===== src/rtl/conv_pool_out_pkg.sv =====
// conv_pool_out shared constants and helpers.
// Also reused by the next-layer input buffer.
package conv_pool_out_pkg;

  localparam int XS_DEF  = 32;
  localparam int WS_DEF  = 5;
  localparam int CONV_SZ = XS_DEF - WS_DEF + 1;
  localparam int POOL_SZ = CONV_SZ / 2;
  localparam int ACT_W   = 8;
  localparam int ACT_MAX = 127;

  function automatic logic [ACT_W-1:0] act_max2(
    input logic [ACT_W-1:0] a,
    input logic [ACT_W-1:0] b
  );
    return (a > b) ? a : b;
  endfunction

endpackage


===== src/rtl/conv_pool_out_if.sv =====
// Partial-sum in / pooled activation out bundle.
// No backpressure: both directions are valid-only.
interface conv_pool_out_if #(
  parameter int BW = 16
);
  import conv_pool_out_pkg::*;

  logic signed [BW-1:0] iPsum;
  logic                 iValid;
  logic [ACT_W-1:0]     oData;
  logic                 oValid;
  logic                 oLast;

  modport master (
    output iPsum, iValid,
    input  oData, oValid, oLast
  );

  modport slave (
    input  iPsum, iValid,
    output oData, oValid, oLast
  );

endinterface


===== src/rtl/relu_requant.sv =====
// ReLU, arithmetic right shift and clamp to 0..ACT_MAX.
// Purely combinational.
module relu_requant
  import conv_pool_out_pkg::*;
#(
  parameter int BW    = 16,
  parameter int SHIFT = 4
) (
  input  logic signed [BW-1:0] psum,
  output logic [ACT_W-1:0]     q
);

  logic [BW-1:0] sh;

  always_comb begin
    sh = psum[BW-1] ? '0 : ($unsigned(psum) >> SHIFT);
    q  = (sh > BW'(ACT_MAX)) ? ACT_W'(ACT_MAX)
                             : sh[ACT_W-1:0];
  end

endmodule


===== src/rtl/conv_pool_out.sv =====
// Border discard, requant and 2x2/s2 max pool of
// the raster-order 5x5 conv partial-sum stream.
module conv_pool_out
  import conv_pool_out_pkg::*;
#(
  parameter int BW    = 16,
  parameter int XS    = XS_DEF,
  parameter int WS    = WS_DEF,
  parameter int SHIFT = 4
) (
  input logic            iCLK,
  input logic            iRST,
  conv_pool_out_if.slave bus
);

  localparam int CONV = XS - WS + 1;
  localparam int POOL = CONV / 2;
  localparam int CW   = $clog2(XS);
  localparam int PW   = $clog2(POOL);

  localparam logic [CW-1:0] LAST_POS = CW'(XS - 1);
  localparam logic [CW-1:0] BORDER   = CW'(WS - 1);

  if ((CONV % 2) != 0) begin : g_conv_odd
    $error("conv grid side must be even");
  end

  logic [CW-1:0]    c_q, c_d;
  logic [CW-1:0]    r_q, r_d;
  logic [CW-1:0]    cc;
  logic             cr_odd;
  logic [PW-1:0]    idx;
  logic             conv_ok;
  logic             at_end;
  logic [ACT_W-1:0] q;
  logic [ACT_W-1:0] hmax;
  logic [ACT_W-1:0] vmax;
  logic [ACT_W-1:0] hreg_q, hreg_d;
  logic [ACT_W-1:0] odata_q, odata_d;
  logic             ovalid_q, ovalid_d;
  logic             olast_q, olast_d;
  logic [ACT_W-1:0] lbuf_q [POOL];
  logic [ACT_W-1:0] lbuf_d [POOL];

  relu_requant #(
    .BW    (BW),
    .SHIFT (SHIFT)
  ) u_rq (
    .psum (bus.iPsum),
    .q    (q)
  );

  always_comb begin
    cc      = c_q - BORDER;
    cr_odd  = r_q[0] ^ BORDER[0];
    idx     = cc[PW:1];
    at_end  = (c_q == LAST_POS) && (r_q == LAST_POS);
    conv_ok = bus.iValid && (r_q >= BORDER)
              && (c_q >= BORDER);
    hmax    = act_max2(hreg_q, q);
    vmax    = act_max2(lbuf_q[idx], hmax);

    c_d      = c_q;
    r_d      = r_q;
    hreg_d   = hreg_q;
    lbuf_d   = lbuf_q;
    ovalid_d = 1'b0;
    olast_d  = 1'b0;
    odata_d  = odata_q;

    if (bus.iValid) begin
      if (c_q == LAST_POS) begin
        c_d = '0;
        r_d = (r_q == LAST_POS) ? '0 : r_q + 1'b1;
      end else begin
        c_d = c_q + 1'b1;
      end
    end

    // even column: stash; odd column: pool the pair
    if (conv_ok && !cc[0]) begin
      hreg_d = q;
    end
    if (conv_ok && cc[0] && !cr_odd) begin
      lbuf_d[idx] = hmax;
    end
    if (conv_ok && cc[0] && cr_odd) begin
      ovalid_d = 1'b1;
      olast_d  = at_end;
      odata_d  = vmax;
    end
  end

  always_ff @(posedge iCLK) begin
    if (iRST) begin
      c_q      <= '0;
      r_q      <= '0;
      hreg_q   <= '0;
      odata_q  <= '0;
      ovalid_q <= 1'b0;
      olast_q  <= 1'b0;
      for (int i = 0; i < POOL; i++) begin
        lbuf_q[i] <= '0;
      end
    end else begin
      c_q      <= c_d;
      r_q      <= r_d;
      hreg_q   <= hreg_d;
      odata_q  <= odata_d;
      ovalid_q <= ovalid_d;
      olast_q  <= olast_d;
      lbuf_q   <= lbuf_d;
    end
  end

  assign bus.oData  = odata_q;
  assign bus.oValid = ovalid_q;
  assign bus.oLast  = olast_q;

endmodule


===== src/flat_wrapper.sv =====
// flat-port wrapper written by rule: the top's interface ports become plain ports
module conv_pool_out_flat import conv_pool_out_pkg::*;
#(
  parameter int BW    = 16,
  parameter int XS    = XS_DEF,
  parameter int WS    = WS_DEF,
  parameter int SHIFT = 4
)
  (iCLK, iRST, bus_iPsum, bus_iValid, bus_oData, bus_oValid, bus_oLast);
  conv_pool_out_if #(.BW(BW)) bus_i ();
  input logic iCLK;
  input logic iRST;
  input wire logic [$bits(bus_i.iPsum)-1:0] bus_iPsum;
  input wire logic [$bits(bus_i.iValid)-1:0] bus_iValid;
  output wire logic [$bits(bus_i.oData)-1:0] bus_oData;
  output wire logic [$bits(bus_i.oValid)-1:0] bus_oValid;
  output wire logic [$bits(bus_i.oLast)-1:0] bus_oLast;
  assign bus_i.iPsum = bus_iPsum;
  assign bus_i.iValid = bus_iValid;
  assign bus_oData = bus_i.oData;
  assign bus_oValid = bus_i.oValid;
  assign bus_oLast = bus_i.oLast;
  conv_pool_out #(.BW(BW), .XS(XS), .WS(WS), .SHIFT(SHIFT)) u_core (.iCLK(iCLK), .iRST(iRST), .bus(bus_i));
endmodule

===== config.mk =====
export PLATFORM = sky130hd
export DESIGN_NAME = conv_pool_out_flat
export DESIGN_NICKNAME = d
export VERILOG_FILES = /design/src/rtl/conv_pool_out_pkg.sv /design/src/rtl/conv_pool_out_if.sv /design/src/rtl/relu_requant.sv /design/src/rtl/conv_pool_out.sv /design/src/flat_wrapper.sv
export SDC_FILE = /design/constraint.sdc
export NUM_CORES = 1
export LEC_CHECK = 0
export BUFFER_PORTS_ARGS = -buffer_cell sky130_fd_sc_hd__buf_2
export CAP_MARGIN = 10
export CORE_MARGIN = 3
export CORE_UTILIZATION = 30
export DETAILED_ROUTE_END_ITERATION = 6
export GPL_TIMING_DRIVEN = 1
export MAX_ROUTING_LAYER = met4
export SLEW_MARGIN = 20
export SYNTH_ARGS = -nofsm -noshare
export SYNTH_HDL_FRONTEND = slang
export SYNTH_SLANG_ARGS = --single-unit
export TNS_END_PERCENT = 5

===== constraint.sdc =====
create_clock -name iCLK -period 6 [get_ports iCLK]
set_clock_uncertainty 0.05 [all_clocks]
set_input_delay 0 -clock iCLK [delete_from_list [all_inputs] [get_ports iCLK]]
set_output_delay 0 -clock iCLK [all_outputs]
set_load 0.005 [all_outputs]

==> Word level (Yosys, flattened, before mapping) <==
Cells that the tools add are included.
{ "op_classes": {"n_addsub": 3, "magnitude_cmp": 7, "eq_ne": 2, "muxes": 13, "bitwise_logic": 2, "n_reduce_logical": 12} }
{ "op_table": {"columns": ["operator", "count"], "rows": [
  ["$bwmux W112", 1],
  ["$mux W8", 6],
  ["$bmux W8 S4", 1],
  ["$demux W8 S4", 1],
  ["$gt A8 B8 Y1", 2],
  ["$gt A11 B7 Y1 const B", 1],
  ["$mux W11", 1],
  ["$add A5 B1 Y5 const B", 2],
  ["$eq A5 B5 Y1 const B", 2],
  ["$ge A5 B3 Y1 const B", 2],
  ["$mux W5", 2],
  ["$logic_and A1 B1 Y1", 8],
  ["$ge A5 B5 Y1 const B", 1],
  ["$lt A5 B1 Y1 const B", 1],
  ["$not A4 Y5", 1],
  ["$sub A5 B3 Y5 const B", 1],
  ["$logic_not A1 Y1", 2],
  ["$reduce_and A2 Y1", 1],
  ["$reduce_or A2 Y1", 1],
  ["$mux W1", 1],
  ["$not A1 Y1", 1]
]} }
{ "totals": {"reg_bits": 140, "inputBits": 19, "out_inout_bits": 10, "wordCells": 59} }

==> Depth between registers and ports, before layout <==
Gate-level depths: netlist of run 1.
{ "logic_depth": {"depth_word": 7, "depth_mapped": 20, "mapped_depth_nobuf": 18} }

==> Modules after synthesis <==
A second synthesis of run 1 with hierarchy kept.
{ "unflattened": {"cells_unflattened": 672, "area_unflattened_um2": 6206.0} }
{ "by_module_without_submodules": {"columns": ["mod", "instances", "cells_each", "area_per_inst_um2"], "rows": [
  ["conv_pool_out", 1, 655, 6112.1],
  ["relu_requant", 1, 17, 93.8]
]} }

==> Worst setup path after synthesis of run 1 <==
No wires, ideal clock.
{ "synth_timing": {"path_kind": "in2reg", "startpoint": "in bus_iPsum[14]", "endpoint": "reg u_core.odata_q[1], in the netlist u_core.bus.oData[1]", "arrival_ps": 3635, "required_ps": 5833, "setup_slack_ps": 2197, "path_stages": 19, "n_path_buf": 2, "path_cell_list": "or4_1 > buf_2 > nor2_1 > nor2_1 > inv_1 > ha_1 > nand4_1 > nor2_1 > nand3_1 > a22oi_4 > mux2i_1 > buf_2 > ha_1 > nand2_1 > o21ai_0 > mux2i_1 > a21o_1 > or2_2 > a32o_1"} }
{ "synth_between": {"elab_chain_cells": 7} }
{ "synth_rtl": {"columns": ["item", "line_no", "rtl"], "rows": [
  ["from (decl)", "flat_wrapper.sv:13", "input wire logic [$bits(bus_i.iPsum)-1:0] bus_iPsum;"],
  ["$mux W11 *", "relu_requant.sv:16", "sh = psum[BW-1] ? '0 : ($unsigned(psum) >> SHIFT);"],
  ["$gt A11 B7 Y1 *", "relu_requant.sv:17", "q = (sh > BW'(ACT_MAX)) ? ACT_W'(ACT_MAX)"],
  ["$mux W8 *", "relu_requant.sv:17", null],
  ["$gt A8 B8 Y1", "conv_pool_out_pkg.sv:16", "return (a > b) ? a : b;"],
  ["$mux W8 *", "conv_pool_out_pkg.sv:16", null],
  ["$gt A8 B8 Y1", "conv_pool_out_pkg.sv:16", null],
  ["$mux W8 *", "conv_pool_out_pkg.sv:16", null],
  ["to (signal assigned)", "conv_pool_out.sv:109", "odata_q <= odata_d;"],
  ["to (decl)", "conv_pool_out.sv:39", "logic [ACT_W-1:0] odata_q, odata_d;"]
]} }
Mark *: on every way between the ends. The rest lies on a longest branch, timed or not.
A chain may end at the register's enable or synchronous reset.

==> Final worst setup path of run 1 <==
{ "layout_timing": {"startpoint": "in bus_iPsum[15]", "endpoint": "reg u_core.odata_q[1], in the netlist u_core.bus.oData[1]"} }
{ "layout_between": {"elab_chain_cells": 7} }
{ "layout_rtl": {"columns": ["item", "line_no"], "rows": [
  ["$mux W11 *", "relu_requant.sv:16"],
  ["$gt A11 B7 Y1", "relu_requant.sv:17"],
  ["$mux W8 *", "relu_requant.sv:17"],
  ["$gt A8 B8 Y1", "conv_pool_out_pkg.sv:16"],
  ["$mux W8 *", "conv_pool_out_pkg.sv:16"],
  ["$gt A8 B8 Y1", "conv_pool_out_pkg.sv:16"],
  ["$mux W8 *", "conv_pool_out_pkg.sv:16"]
]} }
Marks and branches as above.

==> Flow_metrics.wiki, run 1 <==
{| class="wikitable"
! Metric !! Value
|-
| Overflow left after global routing || 0
|-
| RSZ-0062 raised after global routing || no
|-
| Slew margin rel. || 0.283
|-
| Register cell area after layout || 2800 sq um
|-
| Detailed-router iteration count before antenna repair || 4
|-
| Leakage || approximately 2.5 nW
|-
| Final count of hold timing violations || 0
|-
| Total Power Consumption || around 0.0021 W
|-
| Top cells by area, synth || sky130_fd_sc_hd__dfxtp_1, sky130_fd_sc_hd__a211oi_1, sky130_fd_sc_hd__nor2_1
|-
| Clk Tree Root Cell || sky130_fd_sc_hd__clkbuf_16
|-
| Average via count per standard cell || about 5
|-
| Type of the worst setup path || primary input to flop
|-
| Last weighted congestion value of the routability-driven placer || 0.826
|-
| Setup slack at placement || 1.66 ns
|-
| Worst hold slack || between 0.01 and 0.015 ns
|-
| Transition at the pin with the smallest max-transition slack || between 1 and 1.5 ns
|-
| Result of the run || finished clean
|-
| Initial antenna violation count || 0
|-
| Critical Path Start Type || primary input
|-
| Maximum number of pins on one net before global-route repair || 77
|-
| Number of warnings printed during yosys synthesis || 0
|-
| CTS tree || built
|-
| Maximum frequency from static timing analysis || between 200 and 250 MHz
|-
| CTS clk-pin slew, worst paths || approximately 0.050 ns
|-
| Number of fill cells || approximately 2100
|-
| Post-Synthesis Cell Area || approximately 6400 sq um
|-
| Routed Wire Length || around 15000 um
|-
| Netlist cell types || roughly 50
|-
| Non-filler cells, final || 977
|-
| Count of maximum capacitance violations || 0
|-
| Chip height || 152 um
|-
| Site Rows || 52
|-
| Number of placed cells counting well taps || between 900 and 1000
|-
| Buffers added on ports || 24
|-
| Diodes inserted || 0
|-
| Max IR drop VDD || 183 uV
|-
| Antenna Violating Nets Remaining || 0
|-
| Area share of the largest cell type after synthesis || 0.439
|-
| Number of max-slew violations in the final report || 0
|-
| Crit path required time || around 6.3 ns
|-
| Drt drc || 0
|-
| Multi-input combinational cell area || ~3300 sq um
|-
| Final min period || 4.08 ns
|-
| Horizontal die dimension || 152 um
|-
| Worst hold path class || primary input to flop
|-
| Sequential area share after synthesis || 0.439
|-
| First DRT Iteration DRCs || 394
|-
| Clock latency on the worst-skew pair || between 0.4 and 0.5 ns
|-
| Share of layout cells above drive strength 1 || 0.147
|-
| Wire length of the first global-routing pass || approximately 25000 um
|-
| Vias in the first global route || between 4000 and 5000
|-
| Data arrival time of the critical path || about 4.3 ns
|-
| Mapped Avg Cell Area || approximately 9.4 sq um
|-
| Die area || between 20000 and 25000 sq um
|-
| Critical path fanouts, max || 10
|-
| Endpoints failing setup || 0
|-
| Final worst setup slack || approximately 1.9 ns
|-
| Net Count, Synth || slightly above 700
|-
| Biggest area consumer among synthesized cells || sky130_fd_sc_hd__dfxtp_1
|-
| Final HPWL DP || around 10000 um
|-
| Power density normalized to cell area || 277 nW/um^2
|-
| Final clock period utilization by the worst path || 0.680
|-
| Post-CTS Setup Repair Bufs || 0
|-
| Growth of design area from synthesis to finish || 16.0%
|-
| Boundary Pins || 29
|-
| Leading register cell type out of synthesis || sky130_fd_sc_hd__dfxtp_1
|-
| Total global routing track utilization || 0.140
|-
| Final #Nets || about 740
|-
| Post-Syn Instances || 682
|-
| Category of the worst setup path capture point || flop
|-
| Yosys reg bits || 140
|-
| Number of enable flip-flop cells after synthesis || 0
|-
| Cts bufs inserted || 17
|-
| FFs w/ async S/R, synth || 0
|-
| Starting Density || 0.311
|-
| TritonCTS sink count || 140
|-
| Level count of the clock H-tree || 4
|-
| Buffers from clock root to sink, at most || 2
|-
| Vias after detailed routing || 4937
|-
| Wire per inst || between 15 and 20 um
|-
| Core Area || between 20000 and 25000 sq um
|-
| Fin Setup TNS || 0 ns
|}
per-stage QoR:
step,util,area [sq um]
2_1_floorplan,-,6390
3_3_place_gp,0.329,6760
3_5_place_dp,0.329,6760
4_1_cts,0.360,7400
5_1_grt,0.360,7410
6_report,0.360,7410
timing repair:
action                                 4_1_cts  5_1_grt
endpoints found under the hold margin       11        0
resized for setup                            0        0
hold buffers                                 4        0
cell usage in the layout, fill, tap and decap left out, types with 2 or more instances in the layout:
master                          synthesis  layout
sky130_fd_sc_hd__mux4_2                24      24
sky130_fd_sc_hd__clkbuf_16              0      17
sky130_fd_sc_hd__nand3_1               11      11
sky130_fd_sc_hd__o211ai_1               6       6
sky130_fd_sc_hd__a211oi_1              98      98
sky130_fd_sc_hd__o21ai_0                8       8
sky130_fd_sc_hd__a22oi_1                7       7
sky130_fd_sc_hd__nor3_1                 8       8
sky130_fd_sc_hd__clkbuf_8               0       8
sky130_fd_sc_hd__buf_2                 10      23
sky130_fd_sc_hd__inv_1                 17      17
sky130_fd_sc_hd__nand2b_1               2       2
sky130_fd_sc_hd__nand2_1               34      34
sky130_fd_sc_hd__or2_2                  2       2
sky130_fd_sc_hd__clkinv_2               0       3
sky130_fd_sc_hd__nor2_1               155     152
sky130_fd_sc_hd__o21a_1                 2       2
sky130_fd_sc_hd__or3_1                  2       2
sky130_fd_sc_hd__ha_1                  24      24
sky130_fd_sc_hd__nor3b_1                2       2
sky130_fd_sc_hd__mux2i_1               30      30
sky130_fd_sc_hd__dlygate4sd3_1          0       4
sky130_fd_sc_hd__and2_1                 5       5
sky130_fd_sc_hd__buf_4                  0      15
sky130_fd_sc_hd__a21oi_1               13      13
sky130_fd_sc_hd__and3_1                 3       3
sky130_fd_sc_hd__dfxtp_1              140     139
sky130_fd_sc_hd__nand3b_1               5       5
sky130_fd_sc_hd__nor2_2                 0       3
sky130_fd_sc_hd__clkbuf_1              36       2
sky130_fd_sc_hd__nand4_1               11      11
kinds of logic after synthesis:
kind of cell	after synthesis	synth area share
XOR/XNOR	3	0.00529
flip-flops	140	0.439
AND/OR/NAND/NOR	245	0.164
multiplexers	55	0.133
adder cells (fa/ha/maj)	24	0.0470
AO/OA/AOI/OAI	147	0.169
other	1	0.000587
buffers and inverters	67	0.0413
worst paths after layout:
check                                                 startpoint                          endpoint  slack, ns  depth (start not counted)
worst min register to register  u_core.bus.oData[7]$_SDFFE_PP0P_  u_core.bus.oData[7]$_SDFFE_PP0P_       0.41                          2
worst max register to register        u_core.c_q[3]$_SDFFE_PP0P_  u_core.bus.oData[1]$_SDFFE_PP0P_       1.98                         12
worst min-delay path                                bus_iPsum[8]     u_core.hreg_q[4]$_SDFFE_PP0P_       0.01                          5
worst max-delay path                               bus_iPsum[15]  u_core.bus.oData[1]$_SDFFE_PP0P_       1.92                         16
where the power goes:
| part | internal, W | switching (W) | total, W |
|---|---|---|---|
| clock | 0.000656 | 0.000374 | 0.00103 |
| combinational | 0.0000277 | 0.0000613 | 0.0000891 |
| sequential | 0.000931 | 0.00000279 | 0.000934 |
| total | 0.00162 | 0.000438 | 0.00205 |
critical path, cell delays in order:
cell and delay (ns):
sky130_fd_sc_hd__dlygate4sd3_1 0.54, sky130_fd_sc_hd__buf_2 0.16, sky130_fd_sc_hd__nor2_1 0.21, sky130_fd_sc_hd__inv_1 0.07, sky130_fd_sc_hd__ha_1 0.29, sky130_fd_sc_hd__nand4_1 0.12, sky130_fd_sc_hd__nor2_1 0.21, sky130_fd_sc_hd__nand3_1 0.20
sky130_fd_sc_hd__a22oi_4 0.39, sky130_fd_sc_hd__mux2i_1 0.79, sky130_fd_sc_hd__ha_1 0.38, sky130_fd_sc_hd__nand4_1 0.11, sky130_fd_sc_hd__mux2i_1 0.08, sky130_fd_sc_hd__a21o_1 0.25, sky130_fd_sc_hd__or2_2 0.29, sky130_fd_sc_hd__a32o_1 0.25
state kept, by name, summed over array words and instances, names as in the netlist:
name	flops
u_core.lbuf_q	112
u_core.bus.oData	8
u_core.hreg_q	8
u_core.c_q	5
u_core.r_q	5
u_core.bus.oLast	1
u_core.bus.oValid	1
cell type report:
type / count / area share
flip-flops and latches: 140 / 0.379
multi-input cells: 475 / 0.450
clock inverters: 5 / 0.00709
well taps: 270 / 0.0456
clock buffers: 27 / 0.0733
repair buffers: 42 / 0.0361
inverters: 18 / 0.00912
layer usage:
metal / global-route usage / part of all wire / up-vias
met3: 0.0353 / 0.050 / 18
met2: 0.204 / 0.45 / 96
met1: 0.186 / 0.48 / 2324
met4: 0.0574 / 0.020 / 0
met5: - / 0 / -
li1: - / - / 2499
cell usage after synthesis, types with 2 or more instances:
| cell | n |
|---|---|
| sky130_fd_sc_hd__o21a_1 | 2 |
| sky130_fd_sc_hd__nand2_1 | 34 |
| sky130_fd_sc_hd__mux4_2 | 24 |
| sky130_fd_sc_hd__nand2b_1 | 2 |
| sky130_fd_sc_hd__clkbuf_1 | 36 |
| sky130_fd_sc_hd__a22oi_1 | 7 |
| sky130_fd_sc_hd__nor3b_1 | 2 |
| sky130_fd_sc_hd__nor3_1 | 8 |
| sky130_fd_sc_hd__or3_1 | 2 |
| sky130_fd_sc_hd__a21oi_1 | 13 |
| sky130_fd_sc_hd__ha_1 | 24 |
| sky130_fd_sc_hd__mux2i_1 | 30 |
| sky130_fd_sc_hd__nand4_1 | 11 |
| sky130_fd_sc_hd__o211ai_1 | 6 |
| sky130_fd_sc_hd__a211oi_1 | 98 |
| sky130_fd_sc_hd__nand3b_1 | 5 |
| sky130_fd_sc_hd__nor2_1 | 155 |
| sky130_fd_sc_hd__or2_2 | 2 |
| sky130_fd_sc_hd__inv_1 | 17 |
| sky130_fd_sc_hd__nand3_1 | 11 |
| sky130_fd_sc_hd__o21ai_0 | 8 |
| sky130_fd_sc_hd__buf_2 | 10 |
| sky130_fd_sc_hd__dfxtp_1 | 140 |
| sky130_fd_sc_hd__nor4_1 | 2 |
| sky130_fd_sc_hd__and2_1 | 5 |
| sky130_fd_sc_hd__and3_1 | 3 |
| sky130_fd_sc_hd__buf_1 | 3 |
Note: power is estimated with default switching activity, not from simulation.
==> run 2, diff against run 1 <==
Clock period 6 ns to 3.6 ns, I/O delays scaled along.
==> Flow_metrics.wiki, run 2 (synthesis results as in run 1) <==
{| class="wikitable"
! Metric !! Value
|-
| First DRT Iteration DRCs || 314 (was 394)
|-
| Maximum number of pins on one net before global-route repair || 73 (was 77)
|-
| Wire per inst || 16.2 um (was 15.7 um)
|-
| Worst hold slack || 0.0554 ns (was 0.0137 ns)
|-
| Wire length of the first global-routing pass || 26800 um (was 25200 um)
|-
| Number of placed cells counting well taps || 972 (was 941)
|-
| RSZ-0062 raised after global routing || no (unchanged)
|-
| Flop-to-flop setup slack || 0.25 ns (was 1.98 ns)
|-
| TritonCTS sink count || 140 (unchanged)
|-
| Slew margin rel. || 0.330 (was 0.283)
|-
| Cts bufs inserted || 17 (unchanged)
|-
| Critical path fanouts, max || 9 (was 10)
|-
| Average via count per standard cell || 4.97 (was 5.05)
|-
| Vias after detailed routing || 4988 (was 4937)
|-
| Most common cell after layout, fill and taps aside || sky130_fd_sc_hd__nor2_1 (unchanged)
|-
| Max IR drop VDD || 343 uV (was 183 uV)
|-
| Growth of design area from synthesis to finish || 21.6% (was 16.0%)
|-
| Type of the worst setup path || flop to flop (was primary input to flop)
|-
| Register cell area after layout || 2800 sq um (unchanged)
|-
| Final HPWL DP || 11200 um (was 9980 um)
|-
| Power density normalized to cell area || 452 nW/um^2 (was 277 nW/um^2)
|-
| Endpoints failing setup || 0 (unchanged)
|-
| Clk Tree Root Cell || sky130_fd_sc_hd__clkbuf_16 (unchanged)
|-
| Diodes inserted || 0 (unchanged)
|-
| Category of the worst setup path capture point || flop (unchanged)
|-
| Total global routing track utilization || 0.147 (was 0.140)
|-
| Clock latency on the worst-skew pair || 0.41 ns (was 0.42 ns)
|-
| Leakage || 2.68 nW (was 2.50 nW)
|-
| CTS tree || built (unchanged)
|-
| Non-filler cells, final || 1004 (was 977)
|-
| Buffers from clock root to sink, at most || 2 (unchanged)
|-
| Core Area || 20600 sq um (unchanged)
|-
| Detailed-router iteration count before antenna repair || 4 (unchanged)
|-
| Vias in the first global route || 4876 (was 4693)
|-
| Transition at the pin with the smallest max-transition slack || 1.00 ns (was 1.07 ns)
|-
| Horizontal die dimension || 152 um (unchanged)
|-
| Number of max-slew violations in the final report || 0 (unchanged)
|-
| Final #Nets || 765 (was 737)
|-
| Final min period || between 3 and 4 ns
|-
| Final clock period utilization by the worst path || 0.930
|-
| Leading cell types in the layout, fill and taps excluded || sky130_fd_sc_hd__nor2_1, sky130_fd_sc_hd__dfxtp_1, sky130_fd_sc_hd__a211oi_1 (unchanged)
|-
| Chip height || 152 um (unchanged)
|-
| Result of the run || finished clean (unchanged)
|-
| Final count of hold timing violations || 0 (unchanged)
|-
| Crit path required time || 3.86 ns (was 6.26 ns)
|-
| Last weighted congestion value of the routability-driven placer || 0.853 (was 0.826)
|-
| Maximum frequency from static timing analysis || approximately 300 MHz
|-
| Share of layout cells above drive strength 1 || 0.203 (was 0.147)
|-
| Site Rows || 52 (unchanged)
|-
| Initial antenna violation count || 0 (unchanged)
|-
| Die area || 23100 sq um (unchanged)
|-
| Boundary Pins || 29 (unchanged)
|-
| Data arrival time of the critical path || 3.60 ns (was 4.34 ns)
|-
| Buffers added on ports || 24 (unchanged)
|-
| Starting Density || 0.311 (unchanged)
|-
| Register containing the most flip-flops in the final layout || u_core.lbuf_q (unchanged)
|-
| Number of fill cells || 2053 (was 2101)
|-
| Drt drc || 0 (unchanged)
|-
| Critical Path Start Type || flop (was primary input)
|-
| Worst hold path class || primary input to flop (unchanged)
|-
| Routed Wire Length || 16300 um (was 15300 um)
|-
| CTS clk-pin slew, worst paths || 0.06 ns (was 0.05 ns)
|-
| Largest register FFs || 112 (unchanged)
|-
| Count of maximum capacitance violations || 0 (unchanged)
|-
| Multi-input combinational cell area || 3440 sq um (was 3330 sq um)
|-
| Level count of the clock H-tree || 4 (unchanged)
|-
| Overflow left after global routing || 0 (unchanged)
|-
| Antenna Violating Nets Remaining || 0 (unchanged)
|}
## run 2: cell types whose count changed in the layout (fill, tap and decap cells not counted), moves of 2 or more
cell	delta
sky130_fd_sc_hd__buf_4	+28
sky130_fd_sc_hd__dlygate4sd3_1	-3
sky130_fd_sc_hd__bufinv_16	+2
sky130_fd_sc_hd__clkinvlp_4	+2
sky130_fd_sc_hd__ha_1	-2
sky130_fd_sc_hd__mux2i_1	-6
sky130_fd_sc_hd__clkbuf_1	-2
sky130_fd_sc_hd__buf_12	+3
sky130_fd_sc_hd__mux2i_4	+6
sky130_fd_sc_hd__clkbuf_8	-5
## run 2: final timing paths
kind | startpoint | to | depth (start not counted)
setup / recovery | u_core.c_q[3]$_SDFFE_PP0P_ | u_core.bus.oData[1]$_SDFFE_PP0P_ | 14
hold / removal | bus_iPsum[5] | u_core.hreg_q[1]$_SDFFE_PP0P_ | 4
setup reg to reg | u_core.c_q[3]$_SDFFE_PP0P_ | u_core.bus.oData[1]$_SDFFE_PP0P_ | 14
hold reg to reg | u_core.bus.oData[7]$_SDFFE_PP0P_ | u_core.bus.oData[7]$_SDFFE_PP0P_ | 2
## run 2: what timing repair did
item                                    4_1_cts  5_1_grt
hold buffers                                  1        0
resized for setup                             0        2
hold endpoints to repair                      6        0
buffers inserted                              0        0
endpoints found under the setup margin        0        8
## run 2: layer usage
layer | part of all wire | GRT usage
met4 | 0.022 | 0.0608
met1 | 0.48 | 0.190
met3 | 0.027 | 0.0222
met5 | 0 | -
met2 | 0.48 | 0.232
## run 2: worst max-delay path: stages (launching register included)
cell	delay (ns)
sky130_fd_sc_hd__dfxtp_1	0.40
sky130_fd_sc_hd__inv_1	0.10
sky130_fd_sc_hd__ha_2	0.19
sky130_fd_sc_hd__xnor2_1	0.28
sky130_fd_sc_hd__nor3_1	0.09
sky130_fd_sc_hd__buf_4	0.18
sky130_fd_sc_hd__a22oi_1	0.23
sky130_fd_sc_hd__nand4_1	0.26
sky130_fd_sc_hd__ha_1	0.38
sky130_fd_sc_hd__nand2_1	0.06
sky130_fd_sc_hd__o21ai_1	0.16
sky130_fd_sc_hd__mux2i_1	0.10
sky130_fd_sc_hd__a21o_2	0.25
sky130_fd_sc_hd__or2_4	0.24
sky130_fd_sc_hd__a32o_1	0.25
## run 2: final cells by class
| class | count | area share |
|---|---|---|
| Tap cell | 270 | 0.0435 |
| Clock buffer | 20 | 0.0601 |
| Clock inverter | 11 | 0.0182 |
| Multi-Input combinational cell | 475 | 0.443 |
| Sequential cell | 140 | 0.361 |
| Inverter | 18 | 0.00870 |
| Timing Repair Buffer | 70 | 0.0654 |
## run 2: power breakdown
| part | internal (W) | leakage (nW) | switching, W |
|---|---|---|---|
| Combinational | 0.0000588 | 1.25 | 0.000108 |
| Clock | 0.00114 | 0.294 | 0.000652 |
| Sequential | 0.00155 | 1.13 | 0.00000329 |
## run 2: metrics by stage
| step | TNS (ns) | instance area [sq um] | total power (W) | setup WS [ns] | util |
|---|---|---|---|---|---|
| after detailed placement | -0.0301 | 7140 | 0.00176 | -0.0301 | 0.347 |
| final | 0 | 7770 | 0.00351 | 0.254 | 0.378 |
| after global routing | 0 | 7770 | 0.00363 | 0.0414 | 0.378 |
| after global placement | 0 | 7140 | 0.00176 | 0.0278 | 0.347 |
| after CTS | 0 | 7760 | 0.00355 | 0.189 | 0.378 |
| after floorplan | -0.174 | 6540 | 0.00170 | -0.151 | - |
